`src/rtl/config_chain_loader_pkg.sv`:
```
// rtl/config_chain_loader_pkg.sv - shared state type and helpers for the config chain loader
package cfg_loader_pkg;

  typedef enum logic [1:0] {
    IDLE,
    SHIFT,
    SET,
    DONE
  } state_e;

  function automatic int unsigned min_u(input int unsigned a, input int unsigned b);
    return (a < b) ? a : b;
  endfunction

endpackage

```
`src/rtl/config_chain_loader_if.sv`:
```
// rtl/config_chain_loader_if.sv - valid/ready word stream feeding the config chain loader
interface config_chain_loader_if #(
  parameter int WORD_W = 32
);
  logic [WORD_W-1:0] in_data;
  logic              in_valid;
  logic              in_ready;

  modport master (output in_data, output in_valid, input in_ready);
  modport slave  (input in_data, input in_valid, output in_ready);
endinterface

```
`src/rtl/config_chain_loader_serializer.sv`:
```
// rtl/config_chain_loader_serializer.sv - word buffer that releases its bits LSB-first
module cfg_word_serializer #(
  parameter int WORD_W = 32,
  parameter int CNT_W  = $clog2(WORD_W + 1)
) (
  input  logic              clk,
  input  logic              rst,
  input  logic              flush,
  input  logic              load,
  input  logic [WORD_W-1:0] load_data,
  input  logic [CNT_W-1:0]  load_bits,
  input  logic              shift_en,
  output logic              empty,
  output logic              last_bit,
  output logic              bit0
);

  logic [WORD_W-1:0] wsr_q, wsr_d;
  logic [CNT_W-1:0]  cnt_q, cnt_d;

  // A load may coincide with consuming the final buffered bit; the new word replaces it.
  always_comb begin
    wsr_d = wsr_q;
    cnt_d = cnt_q;
    if (flush) begin
      cnt_d = '0;
    end else if (load) begin
      wsr_d = load_data;
      cnt_d = load_bits;
    end else if (shift_en && (cnt_q != '0)) begin
      wsr_d = wsr_q >> 1;
      cnt_d = cnt_q - CNT_W'(1);
    end
  end

  always_ff @(posedge clk) begin
    if (rst) begin
      wsr_q <= '0;
      cnt_q <= '0;
    end else begin
      wsr_q <= wsr_d;
      cnt_q <= cnt_d;
    end
  end

  assign empty    = (cnt_q == '0);
  assign last_bit = (cnt_q == CNT_W'(1));
  assign bit0     = wsr_q[0];

endmodule

```
`src/rtl/config_chain_loader.sv`:
```
// rtl/config_chain_loader.sv - streams config words LSB-first into a tile shift chain, then strobes set
module config_chain_loader
  import cfg_loader_pkg::*;
#(
  parameter int CHAIN_LEN  = 48,
  parameter int WORD_W     = 32,
  parameter int SET_CYCLES = 2,
  localparam int BL_W      = $clog2(CHAIN_LEN + 1)
) (
  input  logic                  clk,
  input  logic                  rst,
  input  logic                  start,
  config_chain_loader_if.slave  s_in,
  output logic                  cfg_cen,
  output logic                  cfg_shift_out,
  output logic                  cfg_set,
  output logic                  busy,
  output logic                  done,
  output logic [BL_W-1:0]       bits_left
);

  localparam int CNT_W = $clog2(WORD_W + 1);
  localparam int SC_W  = $clog2(SET_CYCLES + 1);

  state_e            state_q, state_d;
  logic [BL_W-1:0]   bits_left_q, bits_left_d;
  logic [SC_W-1:0]   set_cnt_q, set_cnt_d;
  logic              cen_q, cen_d;
  logic              so_q, so_d;

  logic              ser_empty, ser_last, ser_bit0;
  logic              flush, load, in_ready;
  logic [CNT_W-1:0]  load_bits;
  int unsigned       need;

  // Bits still owed to the chain that are not yet sitting in the buffer after this cycle.
  always_comb begin
    need      = 32'(bits_left_q) - (ser_last ? 32'd1 : 32'd0);
    in_ready  = (state_q == SHIFT) && (ser_empty || ser_last) && (need != 0);
    load      = in_ready && s_in.in_valid;
    load_bits = CNT_W'(min_u(WORD_W, need));
  end

  always_comb begin
    state_d     = state_q;
    bits_left_d = bits_left_q;
    set_cnt_d   = set_cnt_q;
    cen_d       = 1'b0;
    so_d        = 1'b0;
    flush       = 1'b0;
    case (state_q)
      IDLE, DONE: begin
        if (start) begin
          state_d     = SHIFT;
          bits_left_d = BL_W'(CHAIN_LEN);
          flush       = 1'b1;
        end
      end
      SHIFT: begin
        if (bits_left_q == '0) begin
          state_d   = SET;
          set_cnt_d = '0;
        end else if (!ser_empty) begin
          cen_d       = 1'b1;
          so_d        = ser_bit0;
          bits_left_d = bits_left_q - BL_W'(1);
        end
      end
      SET: begin
        if (set_cnt_q == SC_W'(SET_CYCLES - 1)) begin
          state_d = DONE;
        end else begin
          set_cnt_d = set_cnt_q + SC_W'(1);
        end
      end
      default: state_d = IDLE;
    endcase
  end

  always_ff @(posedge clk) begin
    if (rst) begin
      state_q     <= IDLE;
      bits_left_q <= '0;
      set_cnt_q   <= '0;
      cen_q       <= 1'b0;
      so_q        <= 1'b0;
    end else begin
      state_q     <= state_d;
      bits_left_q <= bits_left_d;
      set_cnt_q   <= set_cnt_d;
      cen_q       <= cen_d;
      so_q        <= so_d;
    end
  end

  cfg_word_serializer #(
    .WORD_W (WORD_W),
    .CNT_W  (CNT_W)
  ) u_ser (
    .clk       (clk),
    .rst       (rst),
    .flush     (flush),
    .load      (load),
    .load_data (s_in.in_data),
    .load_bits (load_bits),
    .shift_en  (state_q == SHIFT),
    .empty     (ser_empty),
    .last_bit  (ser_last),
    .bit0      (ser_bit0)
  );

  assign s_in.in_ready = in_ready;
  assign cfg_cen       = cen_q;
  assign cfg_shift_out = so_q;
  assign cfg_set       = (state_q == SET);
  assign busy          = (state_q == SHIFT) || (state_q == SET);
  assign done          = (state_q == DONE);
  assign bits_left     = bits_left_q;

endmodule
```
`src/flat_wrapper.sv`:
```
// flat-port wrapper written by rule: the top's interface ports become plain ports
module config_chain_loader_flat import cfg_loader_pkg::*;
#(
  parameter int CHAIN_LEN  = 48,
  parameter int WORD_W     = 32,
  parameter int SET_CYCLES = 2,
  localparam int BL_W      = $clog2(CHAIN_LEN + 1)
)
  (clk, rst, start, cfg_cen, cfg_shift_out, cfg_set, busy, done, bits_left, s_in_in_data, s_in_in_valid, s_in_in_ready);
  config_chain_loader_if #(.WORD_W(WORD_W)) s_in_i ();
  input  logic clk;
  input  logic rst;
  input  logic start;
  output logic cfg_cen;
  output logic cfg_shift_out;
  output logic cfg_set;
  output logic busy;
  output logic done;
  output logic [BL_W-1:0] bits_left;
  input wire logic [$bits(s_in_i.in_data)-1:0] s_in_in_data;
  input wire logic [$bits(s_in_i.in_valid)-1:0] s_in_in_valid;
  output wire logic [$bits(s_in_i.in_ready)-1:0] s_in_in_ready;
  assign s_in_i.in_data = s_in_in_data;
  assign s_in_i.in_valid = s_in_in_valid;
  assign s_in_in_ready = s_in_i.in_ready;
  config_chain_loader #(.CHAIN_LEN(CHAIN_LEN), .WORD_W(WORD_W), .SET_CYCLES(SET_CYCLES)) u_core (.clk(clk), .rst(rst), .start(start), .s_in(s_in_i), .cfg_cen(cfg_cen), .cfg_shift_out(cfg_shift_out), .cfg_set(cfg_set), .busy(busy), .done(done), .bits_left(bits_left));
endmodule
```
`config.mk`:
```
export PLATFORM = sky130hd
export DESIGN_NAME = config_chain_loader_flat
export DESIGN_NICKNAME = d
export VERILOG_FILES = /design/src/rtl/config_chain_loader_pkg.sv /design/src/rtl/config_chain_loader_if.sv /design/src/rtl/config_chain_loader_serializer.sv /design/src/rtl/config_chain_loader.sv /design/src/flat_wrapper.sv
export SDC_FILE = /design/constraint.sdc
export NUM_CORES = 1
export LEC_CHECK = 0
export ABC_AREA = 1
export CAP_MARGIN = 30
export CORE_UTILIZATION = 50
export DETAILED_ROUTE_END_ITERATION = 6
export GPL_TIMING_DRIVEN = 1
export PLACE_DENSITY_LB_ADDON = 0.15
export SYNTH_ARGS = -nofsm -noshare
export SYNTH_HDL_FRONTEND = slang
export SYNTH_SLANG_ARGS = --single-unit
```
`constraint.sdc`:
```
create_clock -name clk -period 6.75 [get_ports clk]
set_clock_uncertainty 0.05 [all_clocks]
set_input_delay 1.35 -clock clk [delete_from_list [all_inputs] [get_ports clk]]
set_output_delay 1.35 -clock clk [all_outputs]
set_load 0.03 [all_outputs]
```
==> impl_metrics.tcl, run 1 <==
set metrics [dict create \
    final_antenna_net_count 0 \
    cts_buffer_depth 2 \
    post_route_cells_drive_above_1_share 0.0417 \
    rsz0062_at_grt "false" \
    num-nets-final 572 \
    mostFrequentLayoutCells "nand2_1 (137), inv_1 (91), nor2_1 (79)" \
    power.combinational.fraction 0.561 \
    timing.hold.worst.class "reg2reg" \
    grt_start_max_net_pins 77 \
    ys_warn_count 0 \
    crit_path_cell_trace "inv_1 > ha_1 > nand4_1 > inv_1 > ha_1 > ha_1 > inv_1 > nand2_1 > nand2_1 > nor2_1 > nand2_1 > nor2_2 > nand2_2 > and2_1 > clkdlybuf4s50_1" \
    multiInputGateArea_um2 1540 \
    area_delta_synth_final_pct 17.4 \
    use_met3 0.0352 \
    maxCapViolations 0 \
    synth-edff-count 0 \
    groute.usage.overall 0.194 \
    sequential_cell_area_um2 1000 \
    startpoint_type "flop" \
    floorplan.rows 28 \
    clk-insertion-delay-late_ps 310 \
    number_of_antenna_violations_at_the_first_check_in_global_routing 0 \
    ff2ff_setup_slack_ps 3370 \
    cts.reportedPaths.clkPinSlew_ps 90 \
    synth_xor_area_frac 0.0200 \
    setup_viol 0 \
    number_of_global_route_vias_before_repair 2341 \
    detailed_place_hpwl_um 4100 \
    postCtsSetupBuffers 0 \
    grt_overflow_total 0 \
    cts_hold_buf 0 \
    time_the_final_worst_path_needs_with_i_o_delays_and_setup_ps 4280 \
    first_iter_violations 113 \
    internal_power_uw 795 \
    ys_async_sr_fraction 0 \
    initial_utilization 0.517 \
    cts_max_level 2 \
    max_freq_mhz 234 \
    routed_wirelength_um 6020 \
    final-hold-violation-count 0 \
    slew_hr 0.473 \
    final_cell_count_without_fillers 602 \
    chipHeight_um 80.2 \
    synth.cell_area_um2 3060 \
    avgViaCountPerCell 4.65 \
    hold-path-endpoint "u_core.u_ser.wsr_q[31]" \
    post_synth_fa_ha_maj_area_fraction 0.0409 \
    timing.critical_path.required_ps 5350 \
    maxSlewViolCount 0 \
    design_area_um2 3590 \
    synth.ff_latch_count 50 \
    r2r_cells 19 \
    power_leakage_uw 0.00183 \
    wl_per_cell_um 9.99 \
    tritoncts "yes" \
    synth_seq_area_share 0.327 \
    utilization 0.607 \
    cts-resized-gates 0 \
    grt_first_pass_wirelength_um 9800 \
    vias 2802 \
    grt.met1_usage 0.242 \
    io_pins 48 \
    timing.rr.start "u_core.u_ser.cnt_q[1]" \
    worstPathArrival_ps 2880 \
    cts-buffers-inserted 5 \
    dpl.cell_count 594 \
    detail_route.drc_violations 0 \
    final_common_cell "nand2_1" \
    total_power_uw 1470 \
    post-route-period-util 0.634 \
    numPortBuffers 47 \
    worstSetupEndpointType "output pin" \
    setup.worst_path.class "reg2out" \
    min_delay_path_depth 2 \
    synth-compound-area-share 0.110 \
    p_seq_frac 0.293 \
    power_density_nw_per_um2 411 \
    clock_power_share 0.146 \
    cp_max_fo 5 \
    post_synth_num_cell_types 31 \
    r2r_endpoint "u_core.u_ser.wsr_q[22]" \
    setup_total_negative_slack_ps 0 \
    core_area_um2 5920 \
    muxShareOfSynthArea 0 \
    yosys_most_used_dff "dfxtp_1" \
    finalWeightedCongestion 0.907 \
    p_sw_uw 679 \
    final.fill_count 568 \
    synth-simple-area-share 0.333 \
    grt_use_met2 0.326 \
    numClockSinks 50 \
    holdCritStartpoint "u_core.u_ser.wsr_q[31]" \
    root_buffer "clkbuf_8" \
    synthesis.area_per_instance_um2 6.26 \
    worst_pin_slew_ps 790 \
    grt-busiest-layer "met2" \
    main_combinational_cell_family_by_area_after_synthesis "simple AND/OR/NAND/NOR gates" \
    vdd.ir_drop.worst_v 0.000346 \
    antennaDiodeCount 0 \
    synth.net_count 535 \
    place_area_um2 3480 \
    critical_path.slowest_cell "clkdlybuf4s50_1" \
    post_synth_inst_count 489 \
    switching_share 0.461 \
    dr.pass1.iters 4 \
    status "complete, no violations" \
    die_area_um2 6440 \
    critical_path.max_stage_delay_ps 600 \
    dieWidth_um 80.2 \
]
-- worst max-delay path, delay by kind of cell, from the launching register on --
family                     cells  cell delay, ps
buffers and inverters          4             840
adders and majority gates      3             630
and+or+nand+nor                8             780
DFF                            1             320
-- power groups by stage --
stage | Combinational, µW | Sequential (µW) | Clock, µW
2_1_floorplan | 694 | 451 | 0
3_3_place_gp | 809 | 436 | 0
3_5_place_dp | 820 | 439 | 0
4_1_cts | 826 | 433 | 223
5_1_grt | 952 | 442 | 234
6_report | 827 | 432 | 215
-- Yosys cell counts, drive strengths merged, types with 3 or more instances --
cell    number  area, µm²
inv         92        345
ha          10        125
xor2         6       52.6
a21oi       14       73.8
clkbuf       4       15.0
nor2        85        334
dfxtp       50       1000
o21ai       49        245
nand2      140        552
nand4        3       18.8
nand3       13       77.6
nor3         3       15.0
buf         14        158
-- stage by stage --
step,setup WS [ps],hold WS (ps)
after global routing,2280,450
after detailed placement,2830,404
after CTS,2470,424
final,2470,422
after global placement,2880,398
after floorplan,3480,372
-- area by class of cell --
cell class | count | area share
clock buffer | 5 | 0.0192
timing repair buffer | 48 | 0.139
tap | 75 | 0.0261
sequential | 50 | 0.279
inverter | 92 | 0.0962
clock inverter | 3 | 0.0122
multi-input combinational | 329 | 0.429
-- layer usage --
metal / up-vias / wire [µm] / share of wire
met2: 52 / 2630 / 0.44
met1: 1199 / 3010 / 0.50
li1: 1538 / - / -
met3: 13 / 237 / 0.039
met5: - / 0 / 0
met4: 0 / 136 / 0.023
-- logic make-up after synthesis --
family / Yosys count
simple gates: 247
compound gates: 65
fa+ha+maj: 10
flops: 50
xor+xnor: 7
buf+inv: 110
-- how the worst max path moves through the flow --
| stage | from | end | slack (ps) |
|---|---|---|---|
| 2_1_floorplan | u_core.bits_left[0] | s_in_in_ready | 3480 |
| 3_3_place_gp | u_core.u_ser.cnt_q[1] | s_in_in_ready | 2880 |
| 3_5_place_dp | u_core.u_ser.cnt_q[1] | s_in_in_ready | 2830 |
| 4_1_cts | u_core.u_ser.cnt_q[1] | s_in_in_ready | 2470 |
| 5_1_grt | u_core.u_ser.cnt_q[1] | s_in_in_ready | 2280 |
| 6_report | u_core.u_ser.cnt_q[1] | s_in_in_ready | 2470 |
-- sequential cells by signal, indices dropped and copies added (netlist names) --
register	flops
u_core.u_ser.wsr_q	32
u_core.u_ser.cnt_q	6
u_core.cfg_shift_out	1
u_core.set_cnt_q	2
u_core.cfg_cen	1
u_core.state_q	2
u_core.bits_left	6
(Power assumes the default switching activity.)
==> run 2, diff against run 1 <==
--- a/config.mk
+++ b/config.mk
@@ -7,7 +7,7 @@
 export LEC_CHECK = 0
 export ABC_AREA = 1
 export CAP_MARGIN = 30
-export CORE_UTILIZATION = 50
+export CORE_UTILIZATION = 49
 export DETAILED_ROUTE_END_ITERATION = 6
 export GPL_TIMING_DRIVEN = 1
 export PLACE_DENSITY_LB_ADDON = 0.15
==> constraint.sdc (replaced) <==
create_clock -name clk -period 3.7 [get_ports clk]
set_clock_uncertainty 0.05 [all_clocks]
set_input_delay 0.74 -clock clk [delete_from_list [all_inputs] [get_ports clk]]
set_output_delay 0.74 -clock clk [all_outputs]
set_load 0.03 [all_outputs]
==> run 2 against run 1 <==
  * Power is 82% higher
  * Count of clock-buffer cells in the layout increased by 1
  * Die area rose by 2.0%
  * Clock power is 78% higher
  * Setup slack got worse by 2100 ps
  * Sequential power rose by 83%
  * Hold slack about the same
  * First-iteration DRC count grew 19%
  * Global-route usage up 0.78 points
  * Via count up 0.43%
==> impl_metrics.tcl, run 2 (synthesis results as in run 1) <==
set metrics [dict create \
    status "complete, no violations" \
    grt_first_pass_wirelength_um 10400 \
    power_density_nw_per_um2 750 \
    post-route-period-util 0.895 \
    timing.rr.start "u_core.u_ser.cnt_q[1]" \
    io_pins 48 \
    final_common_cell "nand2_1" \
    max_freq_mhz 302 \
    final-hold-violation-count 0 \
    cts-buffers-inserted 5 \
    rsz0062_at_grt "false" \
    critical_path.slowest_cell "dfxtp_1" \
    ff2ff_setup_slack_ps 700 \
    num-nets-final 573 \
    routed_wirelength_um 6230 \
    dr.pass1.iters 4 \
    antennaDiodeCount 0 \
    final.fill_count 569 \
    number_of_antenna_violations_at_the_first_check_in_global_routing 0 \
    initial_utilization 0.514 \
    setup.worst_path.class "reg2out" \
    setup_total_negative_slack_ps 0 \
    die_area_um2 6560 \
    critical_path.max_stage_delay_ps 320 \
    groute.usage.overall 0.201 \
    crit_family "simple AND/OR/NAND/NOR gates" \
    floorplan.rows 28 \
    max_flop_register "u_core.u_ser.wsr_q" \
    post_route_cells_drive_above_1_share 0.0417 \
    vias 2814 \
    first_iter_violations 134 \
    finalWeightedCongestion 0.883 \
    r2r_cells 19 \
    numClockSinks 50 \
    number_of_flip_flops_in_the_largest_register 32 \
    vdd.ir_drop.worst_v 0.000545 \
    numPortBuffers 47 \
    cts_max_level 2 \
    dieWidth_um 81.0 \
    r2r_endpoint "u_core.u_ser.wsr_q[22]" \
    min_delay_path_depth 2 \
    cts_buffer_depth 2 \
    avgViaCountPerCell 4.67 \
    worstPathArrival_ps 2520 \
    wl_per_cell_um 10.3 \
    time_the_final_worst_path_needs_with_i_o_delays_and_setup_ps 3310 \
    setup_viol 0 \
    holdCritStartpoint "u_core.set_cnt_q[1]" \
    tritoncts "yes" \
    postCtsSetupBuffers 0 \
    grt_overflow_total 0 \
    final_antenna_net_count 0 \
    slew_hr 0.638 \
    crit_path_cell_trace "inv_1 > ha_1 > nand4_1 > inv_1 > ha_1 > ha_1 > inv_1 > nand2_1 > nand2_1 > nor2_1 > nand2_1 > nor2_2 > nand2_2 > and2_1 > dlymetal6s2s_1" \
    power_leakage_uw 0.00184 \
    startpoint_type "flop" \
    clk-insertion-delay-late_ps 300 \
    detail_route.drc_violations 0 \
    worstSetupEndpointType "output pin" \
    cts.reportedPaths.clkPinSlew_ps 90 \
    maxSlewViolCount 0 \
    maxCapViolations 0 \
    path_buf_inv 4 \
    mostFrequentLayoutCells "nand2_1 (137), inv_1 (91), nor2_1 (79)" \
    area_delta_synth_final_pct 17.0 \
    timing.critical_path.required_ps 2910 \
    detailed_place_hpwl_um 4290 \
    grt_start_max_net_pins 64 \
    worst_pin_slew_ps 543 \
    root_buffer "clkbuf_8" \
    chipHeight_um 81.0 \
    cp_max_fo 5 \
    utilization 0.601 \
    core_area_um2 5960 \
    timing.hold.worst.class "reg2reg" \
    number_of_global_route_vias_before_repair 2496 \
    hold-path-endpoint "u_core.set_cnt_q[1]" \
]
run 2: cell count changes in the layout (fill, tap and decap cells not counted), sizes merged:
cell,before,now
buf,1,2
clkbuf,5,6
clkdlybuf4s50,47,46
clkinv,1,0
clkinvlp,0,1
dlymetal6s2s,0,1
inv,93,92
run 2: where the power goes:
group / switching [µW] / internal, µW / total (µW)
clock: 180 / 202 / 382
combinational: 961 / 552 / 1510
sequential: 95.2 / 695 / 790
run 2: how the worst max path moves through the flow:
stage,from,endpoint,slack (ps),cells after the start
CTS,u_core.u_ser.cnt_q[1],s_in_in_ready,30,15
finish,u_core.u_ser.cnt_q[1],s_in_in_ready,390,15
global placement,u_core.u_ser.cnt_q[1],s_in_in_ready,470,15
detailed placement,u_core.u_ser.cnt_q[1],s_in_in_ready,380,15
floorplan,u_core.bits_left[0],s_in_in_ready,1040,11
global route,u_core.u_ser.cnt_q[1],s_in_in_ready,130,15
run 2: area by class of cell:
type                       count  area (µm²)  area share
inverter                      92         345      0.0965
timing repair buffer          49         488       0.136
multi-input combinational    329        1540       0.430
clock buffer                   6        72.6      0.0203
sequential                    50        1000       0.280
tap                           75        93.8      0.0262
clock inverter                 2        37.5      0.0105
run 2: per-layer routing:
| layer | vias up | part of all wire | wire [µm] | global-route usage |
|---|---|---|---|---|
| li1 | 1536 | - | - | - |
| met1 | 1204 | 0.49 | 3030 | 0.252 |
| met2 | 63 | 0.45 | 2790 | 0.337 |
| met3 | 11 | 0.045 | 281 | 0.0360 |
| met4 | 0 | 0.021 | 128 | 0.0875 |
| met5 | - | 0 | 0 | 0 |
run 2: metrics by stage:
| step | instances | power [µW] | cell area, µm² | hold slack [ps] | worst slack, ps |
|---|---|---|---|---|---|
| floorplan | 489 | 2090 | 3060 | 372 | 1040 |
| global placement | 595 | 2280 | 3470 | 402 | 466 |
| detailed placement | 595 | 2310 | 3470 | 407 | 381 |
| CTS | 603 | 2710 | 3580 | 424 | 33.0 |
| global route | 603 | 2970 | 3580 | 438 | 128 |
| finish | 603 | 2680 | 3580 | 422 | 389 |
run 2: worst reg2reg max path, stage by stage (launching register included):
cell and delay [ps]:
dfxtp_1 320, inv_1 90, ha_1 150, nand4_1 140, inv_1 90, ha_1 220, ha_1 260, inv_1 70
nand2_1 50, nand2_1 70, nor2_1 80, nand2_1 80, nor2_2 120, nand2_2 80, nand3_4 320, buf_4 410
nand2_1 100, o21ai_1 90, nor2_1 50, nor2_1 120
run 2: repair_timing:
action / in CTS / in global routing
hold buffers: 0 / 0
endpoints found under the setup margin: 0 / 1
gates resized for setup: 0 / 1
